## src/rtl/chess_disp_pkg.sv

```systemverilog
// ----------------------------------------------------------------------------
// chess_disp_pkg : segment patterns, countdown field slices, digit indices
// Revision: 1.0
// ----------------------------------------------------------------------------
`default_nettype none

package chess_disp_pkg;

    // Active-low {g,f,e,d,c,b,a}
    localparam logic [6:0] SEG_0     = 7'b1000000;
    localparam logic [6:0] SEG_1     = 7'b1111001;
    localparam logic [6:0] SEG_2     = 7'b0100100;
    localparam logic [6:0] SEG_3     = 7'b0110000;
    localparam logic [6:0] SEG_4     = 7'b0011001;
    localparam logic [6:0] SEG_5     = 7'b0010010;
    localparam logic [6:0] SEG_6     = 7'b0000010;
    localparam logic [6:0] SEG_7     = 7'b1111000;
    localparam logic [6:0] SEG_8     = 7'b0000000;
    localparam logic [6:0] SEG_9     = 7'b0010000;
    localparam logic [6:0] SEG_DASH  = 7'b0111111;
    localparam logic [6:0] SEG_E     = 7'b0000110;
    localparam logic [6:0] SEG_BLANK = 7'b1111111;

    localparam int MIN_MSB  = 9;
    localparam int MIN_LSB  = 7;
    localparam int SEC1_MSB = 6;
    localparam int SEC1_LSB = 4;
    localparam int SEC2_MSB = 3;
    localparam int SEC2_LSB = 0;

    localparam logic [2:0] IDX_B_SEC2 = 3'd0;
    localparam logic [2:0] IDX_B_SEC1 = 3'd1;
    localparam logic [2:0] IDX_B_MIN  = 3'd2;
    localparam logic [2:0] IDX_B_MARK = 3'd3;
    localparam logic [2:0] IDX_W_SEC2 = 3'd4;
    localparam logic [2:0] IDX_W_SEC1 = 3'd5;
    localparam logic [2:0] IDX_W_MIN  = 3'd6;
    localparam logic [2:0] IDX_W_MARK = 3'd7;

endpackage

`default_nettype wire

```

## src/rtl/seg7_decode.sv

```systemverilog
// ----------------------------------------------------------------------------
// seg7_decode : 4-bit value plus blank/error/dash selects to active-low segments
// Revision: 1.0
// ----------------------------------------------------------------------------
`default_nettype none

module seg7_decode
    import chess_disp_pkg::*;
(
    input  logic [3:0] i_val,
    input  logic       i_blank,
    input  logic       i_err,
    input  logic       i_dash,
    output logic [6:0] o_seg
);

    // Priority: blank over error over dash over numeric value
    always_comb begin
        o_seg = SEG_BLANK;
        if (i_blank) begin
            o_seg = SEG_BLANK;
        end else if (i_err) begin
            o_seg = SEG_E;
        end else if (i_dash) begin
            o_seg = SEG_DASH;
        end else begin
            case (i_val)
                4'd0:    o_seg = SEG_0;
                4'd1:    o_seg = SEG_1;
                4'd2:    o_seg = SEG_2;
                4'd3:    o_seg = SEG_3;
                4'd4:    o_seg = SEG_4;
                4'd5:    o_seg = SEG_5;
                4'd6:    o_seg = SEG_6;
                4'd7:    o_seg = SEG_7;
                4'd8:    o_seg = SEG_8;
                4'd9:    o_seg = SEG_9;
                default: o_seg = SEG_E;
            endcase
        end
    end

endmodule

`default_nettype wire

```

## src/rtl/chess_clock_display.sv

```systemverilog
// ----------------------------------------------------------------------------
// chess_clock_display : 8-digit multiplexed display of both chess countdowns.
// Optional macro LOW_TIME_FLASH_EN flashes the side-to-move's time under 10 s.
// Revision: 1.0
// ----------------------------------------------------------------------------
`default_nettype none

module chess_clock_display
    import chess_disp_pkg::*;
#(
    parameter int REFRESH_DIV = 100000,
    parameter int BLINK_DIV   = 25000000
) (
    input  logic       clk,
    input  logic       rst,
    input  logic [9:0] countdownWhite,
    input  logic [9:0] countdownBlack,
    input  logic       side,
    output logic [7:0] an,
    output logic [6:0] seg,
    output logic       dp
);

    localparam int PW = $clog2(REFRESH_DIV);
    localparam int BW = $clog2(BLINK_DIV);
    localparam logic [PW-1:0] REF_LAST   = PW'(REFRESH_DIV - 1);
    localparam logic [BW-1:0] BLINK_LAST = BW'(BLINK_DIV - 1);

    logic [PW-1:0] r_presc;
    logic [BW-1:0] r_blink_cnt;
    logic          r_blink_phase;
    logic [2:0]    r_idx;
    logic [9:0]    r_snap_w;
    logic [9:0]    r_snap_b;
    logic          r_snap_side;

    logic       w_tick;
    logic       w_fallen;
    logic       w_white_half;
    logic [9:0] w_cd;
    logic       w_low_blank;
    logic [3:0] w_val;
    logic       w_blank;
    logic       w_err;
    logic       w_dash;
    logic       w_dp;
    logic [7:0] w_an;
    logic [6:0] w_seg;

    assign w_tick = (r_presc == REF_LAST);

    always_ff @(posedge clk or posedge rst) begin
        if (rst) begin
            r_presc       <= '0;
            r_idx         <= '0;
            r_blink_cnt   <= '0;
            r_blink_phase <= 1'b0;
            r_snap_w      <= '0;
            r_snap_b      <= '0;
            r_snap_side   <= 1'b0;
        end else begin
            if (w_tick) begin
                r_presc <= '0;
                r_idx   <= r_idx + 3'd1;
                // Frame boundary: latch a coherent copy so a frame never tears
                if (r_idx == IDX_W_MARK) begin
                    r_snap_w    <= countdownWhite;
                    r_snap_b    <= countdownBlack;
                    r_snap_side <= side;
                end
            end else begin
                r_presc <= r_presc + 1'b1;
            end
            if (r_blink_cnt == BLINK_LAST) begin
                r_blink_cnt   <= '0;
                r_blink_phase <= ~r_blink_phase;
            end else begin
                r_blink_cnt <= r_blink_cnt + 1'b1;
            end
        end
    end

    assign w_fallen     = (r_snap_w == 10'd0) && (r_snap_b == 10'd0);
    assign w_white_half = r_idx[2];
    assign w_cd         = w_white_half ? r_snap_w : r_snap_b;

`ifdef LOW_TIME_FLASH_EN
    logic [9:0] w_mover_cd;
    logic       w_low_time;
    assign w_mover_cd  = r_snap_side ? r_snap_b : r_snap_w;
    assign w_low_time  = (w_mover_cd[MIN_MSB:MIN_LSB] == 3'd0) &&
                         (w_mover_cd[SEC1_MSB:SEC1_LSB] == 3'd0) &&
                         (w_mover_cd != 10'd0);
    assign w_low_blank = w_low_time && r_blink_phase && (w_white_half == ~r_snap_side);
`else
    assign w_low_blank = 1'b0;
`endif

    always_comb begin
        w_val   = 4'd0;
        w_blank = 1'b0;
        w_err   = 1'b0;
        w_dash  = 1'b0;
        w_dp    = 1'b1;
        w_an    = ~(8'b0000_0001 << r_idx);
        case (r_idx[1:0])
            2'd3: begin
                w_dash  = (r_snap_side == ~w_white_half);
                w_blank = ~w_dash;
            end
            2'd2: begin
                w_val   = {1'b0, w_cd[MIN_MSB:MIN_LSB]};
                w_blank = w_low_blank;
                w_dp    = w_low_blank;
            end
            2'd1: begin
                w_val   = {1'b0, w_cd[SEC1_MSB:SEC1_LSB]};
                w_err   = (w_cd[SEC1_MSB:SEC1_LSB] > 3'd5);
                w_blank = w_low_blank;
            end
            default: begin
                w_val   = w_cd[SEC2_MSB:SEC2_LSB];
                w_err   = (w_cd[SEC2_MSB:SEC2_LSB] > 4'd9);
                w_blank = w_low_blank;
            end
        endcase
        if (w_fallen && r_blink_phase) begin
            w_an    = 8'hFF;
            w_blank = 1'b1;
            w_dp    = 1'b1;
        end
    end

    seg7_decode u_dec (
        .i_val   (w_val),
        .i_blank (w_blank),
        .i_err   (w_err),
        .i_dash  (w_dash),
        .o_seg   (w_seg)
    );

    always_ff @(posedge clk or posedge rst) begin
        if (rst) begin
            an  <= 8'hFF;
            seg <= 7'h7F;
            dp  <= 1'b1;
        end else begin
            an  <= w_an;
            seg <= w_seg;
            dp  <= w_dp;
        end
    end

endmodule

`default_nettype wire

```

## config.mk

```make
export PLATFORM = sky130hd
export DESIGN_NAME = chess_clock_display
export DESIGN_NICKNAME = d
export VERILOG_FILES = /design/src/rtl/chess_disp_pkg.sv /design/src/rtl/seg7_decode.sv /design/src/rtl/chess_clock_display.sv
export SDC_FILE = /design/constraint.sdc
export NUM_CORES = 1
export LEC_CHECK = 0
export CAP_MARGIN = 30
export CELL_PAD_IN_SITES_DETAIL_PLACEMENT = 1
export CELL_PAD_IN_SITES_GLOBAL_PLACEMENT = 2
export CORE_ASPECT_RATIO = 1.4
export CORE_MARGIN = 1.5
export CORE_UTILIZATION = 38
export CTS_BUF_LIST = sky130_fd_sc_hd__clkbuf_4 sky130_fd_sc_hd__clkbuf_8 sky130_fd_sc_hd__clkbuf_16
export CTS_CLUSTER_SIZE = 30
export DETAILED_ROUTE_END_ITERATION = 10
export PLACE_DENSITY_LB_ADDON = 0.1
export SLEW_MARGIN = 15
export SYNTH_ARGS = -nofsm -noshare
export SYNTH_HDL_FRONTEND = slang
export SYNTH_SLANG_ARGS = --single-unit
```

## constraint.sdc

```tcl
create_clock -name clk -period 2.9 [get_ports clk]
set_clock_uncertainty 0.1 [all_clocks]
set_input_delay 0.435 -clock clk [delete_from_list [all_inputs] [get_ports clk]]
set_output_delay 0.435 -clock clk [all_outputs]
set_load 0.01 [all_outputs]
```

Word level (Yosys, flattened, before mapping)
Memory sizes are Yosys's and may differ from the RTL's.
Index checks and enable logic that the tools add are counted.
{"block": "word_totals", "register_bits": 83, "rom_bits": 112, "input_bits": 23, "out_inout_bits": 16, "n_memories": 1, "latch_bits": 0, "ramBits": 0}
{"memory": "(no name shown)", "depth": 16, "width": 7, "rd": 1, "rd_clocked_by_memory_dff": 0, "wr": 0, "line": "seg7_decode.sv:27", "rtl": "case (i_val)"}
{"block": "op_classes", "n_eq_ne": 7, "n_div": 0, "mux": 14, "multipliers": 0, "order_cmp": 2, "n_reduce_logical": 6, "n_addsub": 3, "bitwise": 4, "shifts": 1}
{"operator": "25-bit by 1-bit adder with 25-bit output (second input constant)", "n": 1}
{"operator": "25-bit == test (second input constant)", "n": 1}
{"operator": "25-bit two-way mux", "n": 1}
{"operator": "7-bit two-way mux", "n": 3}
{"operator": "10-bit logical NOT", "n": 2}
{"operator": "17-bit by 1-bit adder with 17-bit output (second input constant)", "n": 1}
{"operator": "17-bit == test (second input constant)", "n": 1}
{"operator": "17-bit two-way mux", "n": 1}
{"operator": "4-bit case mux with 3 select lines", "n": 1}
{"operator": "10-bit two-way mux", "n": 1}
{"operator": "8-bit two-way mux", "n": 1}
{"operator": "8-bit inverter", "n": 1}
{"operator": "1-bit by 3-bit << shifter with 8-bit output (first input constant)", "n": 1}
{"operator": "1-bit two-way mux", "n": 5}
{"operator": "2-bit == test (second input constant)", "n": 2}
{"operator": "4-bit > comparator (second input constant)", "n": 1}
{"operator": "3-bit by 1-bit adder with 3-bit output (second input constant)", "n": 1}
{"operator": "3-bit == test (second input constant)", "n": 1}
{"operator": "3-bit > comparator (second input constant)", "n": 1}
{"operator": "1-bit inverter", "n": 3}
{"operator": "2-bit by 1-bit == test with 1-bit output (second input constant)", "n": 1}
{"operator": "1-bit logical AND", "n": 2}
{"operator": "1-bit case mux with 2 select lines", "n": 1}
{"operator": "2-bit AND reduction", "n": 1}
{"operator": "other kinds (2)", "n": 2}

Longest topological paths before layout
{"block": "logic_depth", "depth_word": 6, "depth_mapped": 10, "mapped_depth_nobuf": 9}

Modules after synthesis
A second synthesis with hierarchy kept.
{"block": "unflattened", "hier_cells": 354, "hier_area_um2": 4032.6}
{"mod": "chess_clock_display", "instances": 1, "cells_per_inst": 316, "area_per_inst_um2": 3787.4}
{"mod": "seg7_decode", "instances": 1, "cells_per_inst": 38, "area_per_inst_um2": 245.2}

Worst setup path before layout
Ideal clock, no wire load.
{"block": "synth_path", "path_kind": "reg-to-reg", "from": "register r_idx[0]", "to": "register seg[4]", "period_less_slack_ps": 2350, "t_arrival_ps": 2166, "setup_time_ps": 83, "path_buffers": 0, "path_slack_ps": 550, "stages_incl_launch_ff": 10, "path_cell_list": "dfrtp_1 -> inv_1 -> ha_1 -> nor2b_1 -> a222oi_1 -> inv_1 -> ha_1 -> inv_1 -> o31ai_1 -> a221o_1"}
{"block": "synth_between", "elab_chain_cells": 6}
{"item": "from (decl)", "line": "chess_clock_display.sv:32", "rtl": "logic [2:0] r_idx;"}
{"item": "from (signal assigned)", "line": "chess_clock_display.sv:64", "rtl": "r_idx <= r_idx + 3'd1;"}
{"item": "2-bit by 1-bit == test with 1-bit output / 2-bit == test (equally long branches)", "line": "chess_clock_display.sv:106", "rtl": "case (r_idx[1:0])"}
{"item": "4-bit case mux with 3 select lines", "line": "chess_clock_display.sv:106"}
{"item": "memory 16 x 7 bit"}
{"item": "7-bit two-way mux", "line": "seg7_decode.sv:24", "rtl": "end else if (i_dash) begin"}
{"item": "7-bit two-way mux", "line": "seg7_decode.sv:22", "rtl": "end else if (i_err) begin"}
{"item": "7-bit two-way mux *", "line": "seg7_decode.sv:20", "rtl": "if (i_blank) begin"}
{"item": "named net u_dec.o_seg[4]", "line": "seg7_decode.sv:14", "rtl": "output logic [6:0] o_seg"}
{"item": "to (signal assigned)", "line": "chess_clock_display.sv:149", "rtl": "seg <= w_seg;"}
{"item": "to (decl)", "line": "chess_clock_display.sv:20", "rtl": "output logic [6:0] seg,"}
Mark *: on every way through the listed nets, which the timed path passes. The rest lies on a longest branch.
A chain may end at the register's enable or synchronous reset.

Worst setup path in the final report
{"block": "layout_path", "from": "register r_idx[2]", "to": "register seg[4]"}
{"block": "layout_between", "elab_chain_cells": 6}
{"item": "10-bit two-way mux / 1-bit inverter (equally long branches)", "line": "chess_clock_display.sv:85, chess_clock_display.sv:108"}
{"item": "4-bit case mux with 3 select lines / 1-bit == test (equally long branches)", "line": "chess_clock_display.sv:106, chess_clock_display.sv:108"}
{"item": "memory 16 x 7 bit, or another cell as far along"}
{"item": "7-bit two-way mux / 1-bit two-way mux (equally long branches)", "line": "seg7_decode.sv:24, chess_clock_display.sv:106"}
{"item": "7-bit two-way mux / 1-bit two-way mux (equally long branches)", "line": "seg7_decode.sv:22, chess_clock_display.sv:127"}
{"item": "7-bit two-way mux *", "line": "seg7_decode.sv:20"}
{"item": "named net u_dec.o_seg[4]", "line": "seg7_decode.sv:14"}
Marks and branches as above.

==> flow_summary.toml <==
[power]
pwr_density_cell_nw_per_um2 = 503.0
total_leakage_power_nw = 2.252
ir_drop_v = 0.0003413

[sta]
drv_slew = 0
grt_setup_unrepaired = "false"
maxSlewHeadroom = 0.5947
period_minus_slack_ns = 2.490
fin_ws_ns = 0.4104
post-route-period-util = 0.8585
finalHoldViolCount = 0
finalSetupTns_ns = 0
max_slew.worst_pin.slew_ns = 0.6062
fmaxAchievable_mhz = 401.7
setup-violations-final = 0

[logic_synthesis]
async_flop_share = 1.000
ys_seq_area_frac = 0.5110
synth_cell_types = 43
synthFlopType = "dfrtp_1"
synth_warnings = 0
avgSynthCellArea_um2 = 11.31
synth_most_common_cell = "dfrtp_1"
syn_inst = 363
yosys.area.top_type = "dfrtp_1"
ys_top_cells_by_area = "dfrtp_1 (41%), dfstp_2 (10%), mux2_2 (8.2%)"
synth_fp_nets = 400
synth_commonest_cells = "dfrtp_1 (67), mux2_2 (30), nand2_1 (23)"
syn_area_um2 = 4104
synth_top_area_frac = 0.4085
ys_seq_elements = 83
synth_edf_count = 0

[place]
place_inst = 535
dp_hpwl_mm = 6.836
io_buffers = 38
pre_cts_ws_ns = 0.1820
gp_congestion = 0.8276

[floorplan]
die_h_um = 126.0
die_area_um2 = 11440
row_count = 44
core-area_um2 = 10460
fp.dieW_um = 90.83
start_util = 0.3923
num_io_pins = 39

[setup_path]
start_kind = "flip-flop"
critical_path_class = "flip-flop to flip-flop"
crit_fanout = 9
critPathCaptureType = "flip-flop"
cp.arrival_ns = 2.66
worst-endpoint-required_ns = 3.07

[clock_network]
cts_resized = 0
clk_path_buf_depth = 2
cts_tree = "built"
cts-hold-fix-buffers = 0
cts_setup_buffers = 0
htree_levels = 3
numCtsBuffers = 9
clockRootBuffer = "clkbuf_16"
clk_latency_ns = 0.34
clock_sinks = 83
clk_pin_slew_worst_paths_ns = 0.06

[drt]
wire_per_inst_um = 16.84
drc_errors = 0
postRouteAntennaNets = 0
drtPass1Iterations = 4
drtIter0Drc = 86
via_count = 2992
routed_via_density = 5.410
wirelength_mm = 9.310

[status]
status = "completed"

[layout]
layout.cells.non_filler = 553
num-nets-final = 447
final_util = 0.4818
area_delta_synth_final_pct = 22.80
nFillCells = 1129
drive_above_1_share = 0.2096
multi_input_area_um2 = 1884
regArea_um2 = 2097
diodes = 0

[job]
max_cap_violations = 0

[grt]
grt_pass1_wl_mm = 16.23
grt_usage = 0.1784
grt_pass1_vias = 3272
antenna_found_initial = 0
grt_overflow_total = 0
grt_max_degree = 38

[worst_hold_path]
hold_class = "primary input to async pin"
[registers in the layout (all words and copies together), names as in the netlist]
name	flops
r_blink_cnt	25
r_idx	3
r_snap_w	10
r_blink_phase	1
r_snap_side	1
seg	7
r_presc	17
dp	1
r_snap_b	10
an	8
[layout by cell type (no fill, tap or decap), types with 13 or more instances in the layout]
| cell type | n |
|---|---|
| xor2_1 | 16 |
| nand2_1 | 23 |
| nor2_1 | 17 |
| nand3_1 | 22 |
| dfrtp_1 | 67 |
| nand4_1 | 13 |
| ha_1 | 14 |
| dfstp_2 | 16 |
| mux2_2 | 30 |
| clkdlybuf4s50_1 | 38 |
[metal layers]
metal / track usage / vias up / routed length [um]
met1: 0.2210 / 1539 / 4133
li1: - / 1410 / -
met5: 0 / - / 0
met4: 0.05882 / 0 / 132
met2: 0.3087 / 32 / 4795
met3: 0.03744 / 11 / 248
[cell families (layout without fill, tap and decap cells)]
group / count (synthesis) / count (layout) / synth area share
simple gates: 135 / 135 / 0.1878
flops: 83 / 83 / 0.5110
mux: 38 / 38 / 0.1030
compound gates: 37 / 37 / 0.06372
xor+xnor: 28 / 28 / 0.05975
buf+inv: 28 / 80 / 0.03201
fa+ha+maj: 14 / 14 / 0.04268
[critical path: stages, from the launching register on]
cell and delay [ns]:
dfrtp_1 0.54, mux2_2 0.41, a221o_1 0.38, nand2_1 0.16, inv_1 0.09, ha_1 0.22, a31o_2 0.21, mux2i_1 0.15
a221o_1 0.17
[through the flow]
| stage | cell area [um^2] | power [mW] | hold slack, ns |
|---|---|---|---|
| finish | 5040 | 2.535 | 0.3636 |
| CTS | 5025 | 2.574 | 0.3790 |
| detailed placement | 4679 | 1.239 | 0.3688 |
| global placement | 4679 | 1.239 | 0.3615 |
| floorplan | 4104 | 1.196 | 0.3338 |
| global route | 5040 | 2.614 | 0.4090 |
[worst paths after layout]
path                                 from        endpoint  slack (ns)  cells after the start
max                              r_idx[2]          seg[4]        0.41                      8
min                                   rst      r_presc[6]        0.36                      2
max reg2reg                      r_idx[2]          seg[4]        0.41                      8
min reg2reg                r_blink_cnt[4]  r_blink_cnt[4]        0.38                      1
max in group asynchronous             rst          seg[3]        1.63                      3
min in group clk           r_blink_cnt[4]  r_blink_cnt[4]        0.38                      1
[area by class of cell]
| cell class | instances | area share |
|---|---|---|
| inverter | 13 | 0.009930 |
| timing repair buffer | 51 | 0.09732 |
| tap | 138 | 0.03426 |
| clock inverter | 6 | 0.02234 |
| sequential | 83 | 0.4161 |
| multi-input combinational | 252 | 0.3739 |
| clock buffer | 10 | 0.04618 |
[power by group]
group          switching (mW)  internal [mW]  leakage, nW  total, mW
registers                   0           1.16         1.07       1.16
logic                  0.0279         0.0296         1.01     0.0575
clock network           0.464          0.854        0.170       1.32
total                   0.492           2.04         2.25       2.53
(Power assumes the default switching activity.)
